<file path="src/rtl/float_div_seq_pkg.sv">
// Shared single-precision widths, divider FSM states and a small packing helper
// for the sequential restoring floating-point divider.
package float_div_seq_pkg;

    localparam int float_width      = 32;
    localparam int float_exp_width  = 8;
    localparam int float_mant_width = 23;

    // Significand with hidden bit, and the quotient/remainder width (one guard bit).
    localparam int sig_width = float_mant_width + 1;
    localparam int quo_width = float_mant_width + 2;

    // Number of restoring steps per division, expressed as the last counter value.
    localparam logic [4:0] last_step = 5'(quo_width - 1);

    typedef enum logic [1:0] {
        IDLE = 2'd0,
        DIV  = 2'd1,
        NORM = 2'd2
    } e_div_state;

    function automatic logic [float_width-1:0] pack_float(
        input logic                        sign,
        input logic [float_exp_width-1:0]  exp,
        input logic [float_mant_width-1:0] mant
    );
        return {sign, exp, mant};
    endfunction

endpackage

</file>
<file path="src/rtl/float_div_seq_step.sv">
// One restoring-division step: compare the partial remainder with the divisor,
// emit one quotient bit and the shifted next remainder.
module float_div_step
    import float_div_seq_pkg::*;
(
    input  logic [quo_width-1:0] rem,
    input  logic [sig_width-1:0] mb,
    output logic                 qbit,
    output logic [quo_width-1:0] rem_next
);

    logic [quo_width-1:0] mb_ext;
    logic [quo_width-1:0] diff;
    logic [quo_width-1:0] sel;

    assign mb_ext   = {1'b0, mb};
    assign qbit     = (rem >= mb_ext);
    assign diff     = rem - mb_ext;
    assign sel      = qbit ? diff : rem;
    // The remainder stays below 2*mb, so the shifted value always fits.
    assign rem_next = sel << 1;

endmodule

</file>
<file path="src/rtl/float_div_seq.sv">
// Sequential IEEE-754 single-precision divider: one quotient bit per clock,
// truncating normalisation, one-cycle ack pulse with a divide-by-zero flag.
module float_div_seq
    import float_div_seq_pkg::*;
(
    input  logic                   clk,
    input  logic                   rst,
    input  logic                   req,
    input  logic [float_width-1:0] a,
    input  logic [float_width-1:0] b,
    output logic                   ack,
    output logic [float_width-1:0] out,
    output logic                   busy,
    output logic                   dz
);

    e_div_state state_reg, state_next;

    logic                        sign_reg, sign_next;
    logic [float_exp_width-1:0]  ea_reg, ea_next;
    logic [float_exp_width-1:0]  eb_reg, eb_next;
    logic [sig_width-1:0]        mb_reg, mb_next;
    logic [quo_width-1:0]        rem_reg, rem_next;
    logic [quo_width-1:0]        q_reg, q_next;
    logic [4:0]                  cnt_reg, cnt_next;

    // Zero-operand results are held one cycle so they register ack one edge
    // after acceptance, while the FSM itself never leaves IDLE.
    logic                        sp_valid_reg, sp_valid_next;
    logic [float_width-1:0]      sp_out_reg, sp_out_next;
    logic                        sp_dz_reg, sp_dz_next;

    logic                        ack_reg, ack_next;
    logic [float_width-1:0]      out_reg, out_next;
    logic                        busy_reg, busy_next;
    logic                        dz_reg, dz_next;

    logic                        step_qbit;
    logic [quo_width-1:0]        step_rem;
    logic signed [9:0]           e_sum;
    logic [float_mant_width-1:0] mant;
    logic                        sign_in;

    float_div_step u_step (
        .rem      (rem_reg),
        .mb       (mb_reg),
        .qbit     (step_qbit),
        .rem_next (step_rem)
    );

    assign sign_in = a[float_width-1] ^ b[float_width-1];

    // q[24] set means the quotient lies in [1,2): bump the exponent, drop one bit.
    assign e_sum = {2'b00, ea_reg} - {2'b00, eb_reg} + 10'd126 + {9'd0, q_reg[quo_width-1]};
    assign mant  = q_reg[quo_width-1] ? q_reg[quo_width-2:1] : q_reg[float_mant_width-1:0];

    always_comb begin
        state_next    = state_reg;
        sign_next     = sign_reg;
        ea_next       = ea_reg;
        eb_next       = eb_reg;
        mb_next       = mb_reg;
        rem_next      = rem_reg;
        q_next        = q_reg;
        cnt_next      = cnt_reg;
        sp_valid_next = 1'b0;
        sp_out_next   = '0;
        sp_dz_next    = 1'b0;
        ack_next      = 1'b0;
        out_next      = '0;
        dz_next       = 1'b0;

        if (sp_valid_reg) begin
            ack_next = 1'b1;
            out_next = sp_out_reg;
            dz_next  = sp_dz_reg;
        end

        case (state_reg)
            IDLE: begin
                if (req) begin
                    sign_next = sign_in;
                    ea_next   = a[30:23];
                    eb_next   = b[30:23];
                    mb_next   = {1'b1, b[float_mant_width-1:0]};
                    if (a[30:23] == '0) begin
                        sp_valid_next = 1'b1;
                        sp_out_next   = '0;
                    end else if (b[30:23] == '0) begin
                        sp_valid_next = 1'b1;
                        sp_out_next   = pack_float(sign_in, 8'hFF, '0);
                        sp_dz_next    = 1'b1;
                    end else begin
                        rem_next   = {2'b01, a[float_mant_width-1:0]};
                        q_next     = '0;
                        cnt_next   = '0;
                        state_next = DIV;
                    end
                end
            end
            DIV: begin
                rem_next = step_rem;
                q_next   = {q_reg[quo_width-2:0], step_qbit};
                cnt_next = cnt_reg + 5'd1;
                if (cnt_reg == last_step) begin
                    state_next = NORM;
                end
            end
            NORM: begin
                ack_next = 1'b1;
                if (e_sum >= 10'sd255) begin
                    out_next = pack_float(sign_reg, 8'hFF, '0);
                end else if (e_sum <= 10'sd0) begin
                    out_next = '0;
                end else begin
                    out_next = pack_float(sign_reg, e_sum[7:0], mant);
                end
                state_next = IDLE;
            end
            default: begin
                state_next = IDLE;
            end
        endcase

        busy_next = (state_next != IDLE);
    end

    always_ff @(posedge clk or negedge rst) begin
        if (!rst) begin
            state_reg    <= IDLE;
            sign_reg     <= 1'b0;
            ea_reg       <= '0;
            eb_reg       <= '0;
            mb_reg       <= '0;
            rem_reg      <= '0;
            q_reg        <= '0;
            cnt_reg      <= '0;
            sp_valid_reg <= 1'b0;
            sp_out_reg   <= '0;
            sp_dz_reg    <= 1'b0;
            ack_reg      <= 1'b0;
            out_reg      <= '0;
            busy_reg     <= 1'b0;
            dz_reg       <= 1'b0;
        end else begin
            state_reg    <= state_next;
            sign_reg     <= sign_next;
            ea_reg       <= ea_next;
            eb_reg       <= eb_next;
            mb_reg       <= mb_next;
            rem_reg      <= rem_next;
            q_reg        <= q_next;
            cnt_reg      <= cnt_next;
            sp_valid_reg <= sp_valid_next;
            sp_out_reg   <= sp_out_next;
            sp_dz_reg    <= sp_dz_next;
            ack_reg      <= ack_next;
            out_reg      <= out_next;
            busy_reg     <= busy_next;
            dz_reg       <= dz_next;
        end
    end

    assign ack  = ack_reg;
    assign out  = out_reg;
    assign busy = busy_reg;
    assign dz   = dz_reg;

endmodule

</file>
<file path="config.mk">
export PLATFORM = sky130hd
export DESIGN_NAME = float_div_seq
export DESIGN_NICKNAME = d
export VERILOG_FILES = /design/src/rtl/float_div_seq_pkg.sv /design/src/rtl/float_div_seq_step.sv /design/src/rtl/float_div_seq.sv
export SDC_FILE = /design/constraint.sdc
export NUM_CORES = 1
export LEC_CHECK = 0
export ABC_CLOCK_PERIOD_IN_PS = 8400
export BUFFER_PORTS_ARGS = -buffer_cell sky130_fd_sc_hd__buf_2
export CAP_MARGIN = 10
export CORE_ASPECT_RATIO = 0.8
export CORE_UTILIZATION = 45
export DETAILED_ROUTE_END_ITERATION = 8
export PLACE_DENSITY = 0.75
export SYNTH_ARGS = -nofsm -noshare
export SYNTH_HDL_FRONTEND = slang
export SYNTH_SLANG_ARGS = --single-unit
</file>
<file path="constraint.sdc">
create_clock -name clk -period 8.4 [get_ports clk]
set_input_delay 0 -clock clk [delete_from_list [all_inputs] [get_ports clk]]
set_output_delay 0 -clock clk [all_outputs]
set_load 0.05 [all_outputs]
</file>
==> flow_summary.toml <==
[die]
fp.dieW_um = 151
die_area_um2 = 18200
die_y_um = 121
core_area_um2 = 17300
row_count = 43
initial_core_util_pct = 45.9
ios = 102

[clock_network]
clk-insertion-delay-late_ps = 420
ctsLongestPathBuffers = 2
clk_pin_slew_ps = 60
post_cts_resized = 0
cts_tree = "done"
cts.sinks = 136
h-tree-depth = 4
root_buffer = "clkbuf_16"
cts_buffers = 17

[logic_synthesis]
netlist_instances = 816
syn-num-nets = 921
synth.most_common_cell = "dfrtp_1"
synth_area_per_cell_um2 = 9.74
yosys-top-cells-count = "136 x dfrtp_1, 113 x nand2_1, 61 x o21ai_0, 50 x mux2i_1, 46 x inv_1"
synth_edf_count = 0
yosys.area.top_type = "dfrtp_1"
async_flop_share_pct = 100
synthesis.area_um2 = 7940
yosys-top-cells-area = "dfrtp_1 43%, mux2i_1 6.3%, ha_1 5.7%, nand2_1 5.3%, o21ai_0 3.8%"
synth.top_cell.area_share_pct = 42.8
synth_top_flop_cell = "dfrtp_1"
yosysWarningCount = 0
synth_cell_types = 76
synth-seq-cells = 136
yosysSeqAreaShare_pct = 42.8

[sta]
tightest_slew_ps = 955
timing.hold.ws_ps = 35.4
max_freq_mhz = 252
setup_viol = 0
hold_violations = 0
worst_slew_margin_rel_pct = 36.4
fin_crit_sh_pct = 47.3
drv_slew = 0
skew_ps = 9.10
grt_setup_unrepaired = "no"
tns_ps = 0
period_needed_ps = 3980

[min_path]
min-delay-path-class = "primary input to register"

[flow_run]
maxCapViolCount = 0

[setup_path]
crit_required_ps = 8660
critPathKind = "register to register"
cp_slowest_stage_delay_ps = 820
cp_cell_sequence = "inv_1 -> ha_1 -> inv_1 -> fa_1 -> xor2_1 -> nor3_1 -> o211ai_1 -> nor4b_1 -> o21ai_1 -> a31oi_4 -> nor3_1"
arrival_ps = 4230
end_kind = "register"
cp_max_fo = 23
slowest_stage = "a31oi_4"
start_kind = "register"

[global_route]
first_global_vias = 6260
overflow = 0
globalRouteTotalUtil_pct = 21.8
grt_max_degree = 90
antenna_found_initial = 0
grt_pass1_wl_um = 30900

[final_layout]
layout-drive-gt1-share_pct = 21.1
largest_register_ffs = 32
syn2layout_area_growth_pct = 24.5
layout.nets = 1070
antenna_cells = 0

[status]
status = "complete, no violations"

[detailed_routing]
vias_per_cell = 5.37
postRouteAntennaNets = 0
wl_um = 18700
drtIter0Drc = 325
drcViolationCount = 0
via_count = 6459
routedWlPerCell_um = 15.6
dr.pass1.iters = 5

[place]
portBuffers = 101
dp.final_hpwl_um = 12200
gp_congestion = 0.849
[through the flow]
step	std cells	util (%)	instance area (um^2)	setup WS, ps
after floorplan	816	-	7940	5300
after global placement	1108	49.7	8610	4540
after detailed placement	1108	49.7	8610	4520
after CTS	1203	57.1	9890	4470
after global routing	1203	57.1	9890	4080
final	1203	57.1	9890	4420
[cells by family after synthesis]
group,after synthesis,share of synthesized area (%)
compound gates,184,15.7
xor+xnor,32,3.97
fa+ha+maj,38,6.17
buf+inv,88,4.74
flops,136,42.8
mux,73,9.56
simple gates,265,17.0
[area by class of cell]
class	count	area (um^2)
inverter	46	173
tap	225	282
multi-input combinational	592	4180
timing repair buffer	172	1200
clock inverter	11	196
sequential	136	3400
clock buffer	21	450
fill	1502	7430
[cell usage in the layout, fill, tap and decap left out, types with 7 or more instances in the layout]
cell / instances
and3_1: 7
a21oi_1: 32
nand3_1: 37
mux2i_1: 50
o21ai_0: 61
xor2_1: 13
inv_1: 46
a21o_1: 17
and2_1: 7
buf_2: 100
dfrtp_1: 136
mux2_2: 23
xnor2_1: 16
ha_1: 36
buf_4: 8
dlygate4sd3_1: 63
a31oi_1: 9
nor3_1: 9
nor3_2: 20
clkbuf_16: 17
nand2_1: 113
nor2_1: 30
[per-layer routing]
layer | vias to the layer above | share of wire, % | routed length, um | GRT usage (%)
met4 | 0 | 1.2 | 227 | 5.87
met1 | 3087 | 49 | 9140 | 30.4
li1 | 3199 | - | - | -
met5 | - | 0 | 0 | 0
met2 | 153 | 46 | 8530 | 33.8
met3 | 20 | 4.4 | 823 | 5.13
[critical path: cells and delay by family (launching register included)]
kind	cells	cell delay, ps
AO/OA/AOI/OAI	3	1370
AND/OR/NAND/NOR	3	1200
flip-flops	1	360
XOR/XNOR	1	230
buffers and inverters	2	110
adder cells (fa/ha/maj)	2	550
[timing repair]
action / CTS / global route
endpoints found under the setup margin: 0 / 0
hold buffers: 63 / 0
setup buffers: 0 / 0
endpoints found under the hold margin: 150 / 0
[worst paths after layout]
check                            from    endpoint  slack [ps]  cells after the start
setup / recovery            ea_reg[0]      out[1]        4420                     11
hold / removal                    req    sign_reg          40                      3
setup reg to reg            ea_reg[0]      out[1]        4420                     11
hold reg to reg            mb_reg[23]  mb_reg[23]         470                      1
max in group asynchronous         rst   q_reg[21]        7030                      3
min in group asynchronous         rst  mb_reg[21]         230                      2
Power is left out: the tool's default activity adds up to more than one toggle a clock period on the data nets, which glitch-free logic cannot reach.
